==> src/rtl/funct_generator_pkg.sv <==
// Shared types and helpers for the function generator register bank.
// Latency: n/a (types, constants and a pure function only).
// Backpressure: n/a.
package funct_generator_pkg;

  // Default geometry of the bank.
  localparam int DEF_DATA_WIDTH = 8;
  localparam int DEF_NUM_CH     = 4;

  // Widest register the parity helper accepts; narrower values are zero-extended,
  // which leaves the parity unchanged.
  localparam int PAR_MAX_W      = 64;

  // Commit controller states.
  typedef enum logic [0:0] {
    IDLE    = 1'b0,
    PENDING = 1'b1
  } commit_state_e;

  // Even-parity bit: makes the total count of ones (data + bit) even.
  function automatic logic even_parity(input logic [PAR_MAX_W-1:0] data);
    return ^data;
  endfunction

endpackage

==> src/rtl/funct_generator_reg_bank_fsm.sv <==
// Commit controller: arms on commit_req, fires a transfer strobe on the next frame_sync.
// Latency: transfer strobe is combinational in the frame_sync cycle; commit_done follows one cycle later.
// Backpressure: none; commit_req while PENDING is dropped, clrh aborts a pending commit.
module funct_generator_reg_bank_fsm
  import funct_generator_pkg::*;
(
  input  logic clk,
  input  logic rst_n,
  input  logic clrh_i,
  input  logic commit_req_i,
  input  logic frame_sync_i,
  output logic busy_o,
  output logic commit_done_o,
  output logic transfer_o
);

  commit_state_e state_q, state_d;
  logic          commit_done_q, commit_done_d;
  logic          transfer;

  // State and completion pulse registers.
  always_ff @(posedge clk or negedge rst_n) begin
    if (!rst_n) begin
      state_q       <= IDLE;
      commit_done_q <= 1'b0;
    end else begin
      state_q       <= state_d;
      commit_done_q <= commit_done_d;
    end
  end

  // Next-state decode; a frame_sync in the arming cycle is deliberately not a transfer.
  always_comb begin
    state_d       = state_q;
    commit_done_d = 1'b0;
    transfer      = 1'b0;
    if (clrh_i) begin
      state_d = IDLE;
    end else begin
      case (state_q)
        IDLE: begin
          if (commit_req_i) begin
            state_d = PENDING;
          end
        end
        PENDING: begin
          if (frame_sync_i) begin
            transfer      = 1'b1;
            commit_done_d = 1'b1;
            state_d       = IDLE;
          end
        end
        default: state_d = IDLE;
      endcase
    end
  end

  assign busy_o        = (state_q == PENDING);
  assign commit_done_o = commit_done_q;
  assign transfer_o    = transfer;

endmodule

==> src/rtl/funct_generator_reg_bank.sv <==
// Double-buffered channel register bank: writes land in shadows, dirty shadows move to active on a committed frame_sync.
// Latency: readback 1 cycle; active (q) updates on the frame_sync edge after commit_req; optional parity via FUNCT_GEN_REG_PARITY_EN.
// Backpressure: none; out-of-range writes are dropped and flagged on wr_err, busy shows a pending commit.
module funct_generator_reg_bank
  import funct_generator_pkg::*;
#(
  parameter int                        DATA_WIDTH  = DEF_DATA_WIDTH,
  parameter int                        NUM_CH      = DEF_NUM_CH,
  parameter logic [DATA_WIDTH-1:0]     RESET_VALUE = '0,
  localparam int                       ADDR_W      = $clog2(NUM_CH)
) (
  input  logic                         clk,
  input  logic                         rst_n,
  input  logic                         clrh,
  input  logic                         wr_en,
  input  logic [ADDR_W-1:0]            wr_addr,
  input  logic [DATA_WIDTH-1:0]        wr_data,
  output logic                         wr_err,
  input  logic                         commit_req,
  input  logic                         frame_sync,
  output logic                         busy,
  output logic                         commit_done,
  input  logic [ADDR_W-1:0]            rd_addr,
  output logic [DATA_WIDTH-1:0]        rd_data,
`ifdef FUNCT_GEN_REG_PARITY_EN
  output logic                         par_err,
`endif
  output logic [NUM_CH*DATA_WIDTH-1:0] q
);

  // One extra bit so that NUM_CH itself is representable for the range check.
  localparam logic [ADDR_W:0] NUM_CH_C = (ADDR_W+1)'(NUM_CH);

  logic [DATA_WIDTH-1:0] shadow_q [NUM_CH];
  logic [DATA_WIDTH-1:0] shadow_d [NUM_CH];
  logic [DATA_WIDTH-1:0] active_q [NUM_CH];
  logic [DATA_WIDTH-1:0] active_d [NUM_CH];
  logic [NUM_CH-1:0]     dirty_q, dirty_d;
  logic [DATA_WIDTH-1:0] rd_data_q, rd_data_d;
  logic                  wr_err_q, wr_err_d;
  logic [NUM_CH-1:0]     wr_hit;
  logic                  wr_oob;
  logic                  transfer;

  funct_generator_reg_bank_fsm u_fsm (
    .clk           (clk),
    .rst_n         (rst_n),
    .clrh_i        (clrh),
    .commit_req_i  (commit_req),
    .frame_sync_i  (frame_sync),
    .busy_o        (busy),
    .commit_done_o (commit_done),
    .transfer_o    (transfer)
  );

  // Per-channel write decode and out-of-range detection.
  always_comb begin
    wr_hit = '0;
    for (int i = 0; i < NUM_CH; i++) begin
      wr_hit[i] = wr_en && (wr_addr == ADDR_W'(i));
    end
    wr_oob = wr_en && ({1'b0, wr_addr} >= NUM_CH_C);
  end

  // Bank next state: clrh wins; a transfer copies pre-write shadows, and a same-cycle write re-dirties its channel.
  always_comb begin
    shadow_d  = shadow_q;
    active_d  = active_q;
    dirty_d   = dirty_q;
    rd_data_d = '0;
    wr_err_d  = 1'b0;
    if (clrh) begin
      shadow_d = '{default: '0};
      active_d = '{default: '0};
      dirty_d  = '0;
    end else begin
      if (transfer) begin
        for (int i = 0; i < NUM_CH; i++) begin
          if (dirty_q[i]) begin
            active_d[i] = shadow_q[i];
          end
        end
        dirty_d = '0;
      end
      for (int i = 0; i < NUM_CH; i++) begin
        if (wr_hit[i]) begin
          shadow_d[i] = wr_data;
          dirty_d[i]  = 1'b1;
        end
      end
      // Readback sees the shadow before any same-cycle write; unmatched addresses read 0.
      for (int i = 0; i < NUM_CH; i++) begin
        if (rd_addr == ADDR_W'(i)) begin
          rd_data_d = shadow_q[i];
        end
      end
      wr_err_d = wr_oob;
    end
  end

  // Bank storage, dirty mask and registered status outputs.
  always_ff @(posedge clk or negedge rst_n) begin
    if (!rst_n) begin
      shadow_q  <= '{default: RESET_VALUE};
      active_q  <= '{default: RESET_VALUE};
      dirty_q   <= '0;
      rd_data_q <= '0;
      wr_err_q  <= 1'b0;
    end else begin
      shadow_q  <= shadow_d;
      active_q  <= active_d;
      dirty_q   <= dirty_d;
      rd_data_q <= rd_data_d;
      wr_err_q  <= wr_err_d;
    end
  end

  assign rd_data = rd_data_q;
  assign wr_err  = wr_err_q;

  // Active registers go straight out, channel 0 in the LSBs.
  for (genvar g = 0; g < NUM_CH; g++) begin : g_q
    assign q[g*DATA_WIDTH +: DATA_WIDTH] = active_q[g];
  end

`ifdef FUNCT_GEN_REG_PARITY_EN
  logic [NUM_CH-1:0] par_q, par_d, par_mis;
  logic              par_err_q, par_err_d;

  // Parity is captured from the shadow alongside the data; any active mismatch latches par_err.
  always_comb begin
    par_d     = par_q;
    par_mis   = '0;
    par_err_d = par_err_q;
    for (int i = 0; i < NUM_CH; i++) begin
      par_mis[i] = (even_parity(PAR_MAX_W'(active_q[i])) != par_q[i]);
    end
    if (clrh) begin
      par_d     = '0;
      par_err_d = 1'b0;
    end else begin
      if (transfer) begin
        for (int i = 0; i < NUM_CH; i++) begin
          if (dirty_q[i]) begin
            par_d[i] = even_parity(PAR_MAX_W'(shadow_q[i]));
          end
        end
      end
      par_err_d = par_err_q | (|par_mis);
    end
  end

  // Parity storage and sticky error flag.
  always_ff @(posedge clk or negedge rst_n) begin
    if (!rst_n) begin
      par_q     <= {NUM_CH{even_parity(PAR_MAX_W'(RESET_VALUE))}};
      par_err_q <= 1'b0;
    end else begin
      par_q     <= par_d;
      par_err_q <= par_err_d;
    end
  end

  assign par_err = par_err_q;
`endif

endmodule

==> config.mk <==
export PLATFORM = sky130hd
export DESIGN_NAME = funct_generator_reg_bank
export DESIGN_NICKNAME = d
export VERILOG_FILES = /design/src/rtl/funct_generator_pkg.sv /design/src/rtl/funct_generator_reg_bank_fsm.sv /design/src/rtl/funct_generator_reg_bank.sv
export SDC_FILE = /design/constraint.sdc
export NUM_CORES = 1
export LEC_CHECK = 0
export ABC_CLOCK_PERIOD_IN_PS = 1400
export BUFFER_PORTS_ARGS = -buffer_cell sky130_fd_sc_hd__buf_2
export CELL_PAD_IN_SITES_DETAIL_PLACEMENT = 0
export CELL_PAD_IN_SITES_GLOBAL_PLACEMENT = 1
export CORE_MARGIN = 3
export CORE_UTILIZATION = 38
export DETAILED_ROUTE_END_ITERATION = 7
export PLACE_DENSITY = 0.69
export SLEW_MARGIN = 20
export SYNTH_ARGS = -nofsm -noshare
export SYNTH_HDL_FRONTEND = slang
export SYNTH_SLANG_ARGS = --single-unit
==> constraint.sdc <==
create_clock -name clk -period 1.4 [get_ports clk]
set_clock_uncertainty 0.05 [all_clocks]
set_input_delay 0.35 -clock clk [delete_from_list [all_inputs] [get_ports clk]]
set_output_delay 0.35 -clock clk [all_outputs]
set_load 0.01 [all_outputs]
==> implementation parameters <==
Parameter                              Value

Logic synthesis
  Post-synthesis cell type with the largest combined area ... dfrtp_1
  Net count after synthesis ... 304
  Share of synthesized area occupied by flip-flops and latches ... 0.541
  Share of Yosys cell area claimed by the top area cell type ... 0.541
  Distinct cell type count of the synthesized netlist ... 25
  Most frequent cell after synthesis ... mux2i_1
  Flops & latches, synth ... 78
  Average cell area after synthesis ... 12.6 um2
  Top_reg_cell synth ... dfrtp_1
  Netlist Area Pre-Place ... between 3000 and 4000 um2
  Number of enable flip-flop cells after synthesis ... 0
  Most used standard cells in the synthesized netlist ... mux2i_1 (80), dfrtp_1 (78), nand2b_1 (75), buf_6 (8), o22ai_1 (8)
  Instance count of the mapped netlist ... approximately 290
  Synth warnings ... 0
  Top cells by area, synth ... dfrtp_1 (54%), mux2i_1 (22%), nand2b_1 (13%)
  Async set-or-reset flop fraction in the synthesized netlist ... 1.00

Critical path
  Crit Reg-Reg Startpoint ... u_fsm.busy_o
  Kind of start point of the critical path ... register
  FF-to-FF setup slack ... about 100 ps
  Series of cell instances along the critical path ... buf_6
  Worst r2r dst ... q[15]
  Arrival @ worst endpoint ... 910 ps
  CP bufs+invs ... 1
  Worst reg2reg path depth ... 3
  Critical path capture point type ... output pin
  Kind of critical path ... register to output pin
  Delay-heaviest family, CP ... flip-flops
  Crit path max-delay cell type ... dfrtp_2
  Highest fanout seen on the critical path ... 4
  Largest stage delay on the critical path ... around 430 ps
  CP required ... 1000 ps

Die
  Io pins ... 61
  Initial standard-cell utilization of the core ... 0.402
  Placeable core region ... about 9000 um2
  Die width ... between 100 and 150 um
  Cell row count ... 34
  Die area ... 10,700 um2
  Height of the chip ... 103 um

Routing
  Final wirelength ... between 8000 and 9000 um
  DRC marker count from the first detailed-route iteration ... 61
  DRC errors left ... 0
  Total iterations of the first detailed-routing run ... 6
  Per-cell via count in the routed design ... between 4 and 5
  Antenna viol nets, final ... 0
  Routed length per placed instance ... between 15 and 20 um
  Via count of the routed design ... about 2,300

Clocking
  Maximum level of the CTS H-tree ... 3
  Clk pin slew, worst setup/hold paths ... ~80 ps
  Clock insertion delay at the later pin of the skew report ... roughly 350 ps
  TritonCTS clock tree ... done
  Max Buffers Root-to-Sink ... 2
  CTS Buf Count ... 9
  Number of clock sinks seen by CTS ... 78
  Root Driver ... clkbuf_8

Layout
  Number of diodes ... 0
  # fillers ... 831
  P&R area growth vs syn ... 21.4%
  Fraction of final layout cells sized beyond drive strength 1 ... 0.279
  Total number of nets in the final design ... 372

STA
  Total Neg Setup Slack ... 0 ps
  Post-layout minimum cycle time ... 1310 ps
  RSZ-0062 raised after global routing ... false
  Final period utilization ... 0.933
  Hold_ws ... 208 ps
  Maximum clock frequency ... roughly 770 MHz
  Final-report setup violation count ... 0
  Final Hold Vio Count ... 0
  Pins Over Slew Limit ... 0

Placed design
  Sum of net half-perimeters after detailed placement ... 6190 um
  Final GP Congestion ... ~0.77
  PortBufs ... 59

Power
  PwrDens ... around 1100 nW/um2
  Largest vdd supply drop ... roughly 0.45 mV
  LEAKAGE ... 2.18 nW

Job
  Number of maximum-capacitance violations ... 0

Run status
  Result of the run ... complete, no violations

GRT
  GRT Residual Overflow ... 0
  First-pass GRT wire length ... 13,300 um
  Overall track demand over capacity in global routing ... 0.170
  Largest net degree at the start of global routing ... 37
  Antenna violations before repair ... 0
  Via count of the first global-routing pass ... 2,478

Worst hold path
  Worst hold path startpoint ... commit_req
  WHS Endpoint ... u_fsm.busy_o
  Cell depth of the worst hold path ... 3
  Classification of the worst-slack hold path ... primary input to register
==> area by class of cell <==
class	count	area (um2)	share of cell area
repair buffers	79	544	0.124
multi-input cells	186	1490	0.341
clock buffers	13	169	0.0385
flip-flops and latches	78	1950	0.446
clock inverters	3	65.1	0.0148
well taps	126	158	0.0360
==> repair_timing <==
item                       in CTS  in global routing
resized for setup               2                  0
hold endpoints to repair       18                  0
setup buffers                   1                  0
hold buffers                    1                  0
setup endpoints to repair       1                  0
==> cell families after synthesis <==
group	after synthesis	synth area share
and+or+nand+nor	88	0.157
muxes	80	0.222
DFF	78	0.541
buffers and inverters	22	0.0454
AOI/OAI and AO/OA	17	0.0340
other	1	0.00104
==> worst reg2reg max path: stages (launching register included) <==
cell	delay (ps)
dfrtp_2	400
buf_4	170
and3_1	380
mux2i_1	230
==> metal layers <==
layer  GRT usage  wire [um]
met5           0          0
met4      0.0428        112
met3      0.0570        310
met2       0.266       4080
met1       0.227       3930
==> state kept, by name (all words and copies together), names as in the netlist <==
name and flops:
rd_data 8, dirty_q 4, u_fsm.busy_o 1, shadow_q 32, q 32, u_fsm.commit_done_o 1
==> how the worst max path moves through the flow <==
stage / depth (start not counted) / end / from / slack [ps]
2_1_floorplan: 4 / q[16] / u_fsm.busy_o / 260
3_3_place_gp: 4 / shadow_q[21] / clrh / 60
3_5_place_dp: 4 / shadow_q[5] / clrh / 10
4_1_cts: 1 / busy / u_fsm.busy_o / 70
5_1_grt: 1 / busy / u_fsm.busy_o / 40
6_report: 1 / busy / u_fsm.busy_o / 90
==> stage by stage <==
stage	utilization	worst slack (ps)	total power (W)	instance area, um2	instances
floorplan	-	261	0.00258	3610	286
detailed placement	0.460	11.5	0.00276	4130	468
global placement	0.460	63.2	0.00276	4130	468
global route	0.488	38.5	0.00486	4380	485
CTS	0.488	66.1	0.00473	4380	485
finish	0.488	94.2	0.00466	4380	485
==> cell usage in the layout, fill, tap and decap left out, types with 2 or more instances in the layout <==
master      n
dfrtp_1    77
buf_2      57
clkbuf_8   12
o21ba_2     2
nand2b_1   75
and3b_1     2
mux2i_1    80
buf_4      13
bufinv_16   2
a21oi_1     2
and3_1      3
buf_12      7
a21boi_0    3
o22ai_1     8
==> report_power, final <==
part	internal, W	switching, W	leakage (nW)
Clock	0.00115	0.000798	0.120
Combinational	0.000180	0.000212	0.979
Sequential	0.00230	0.0000247	1.08
(Power assumes the default switching activity.)
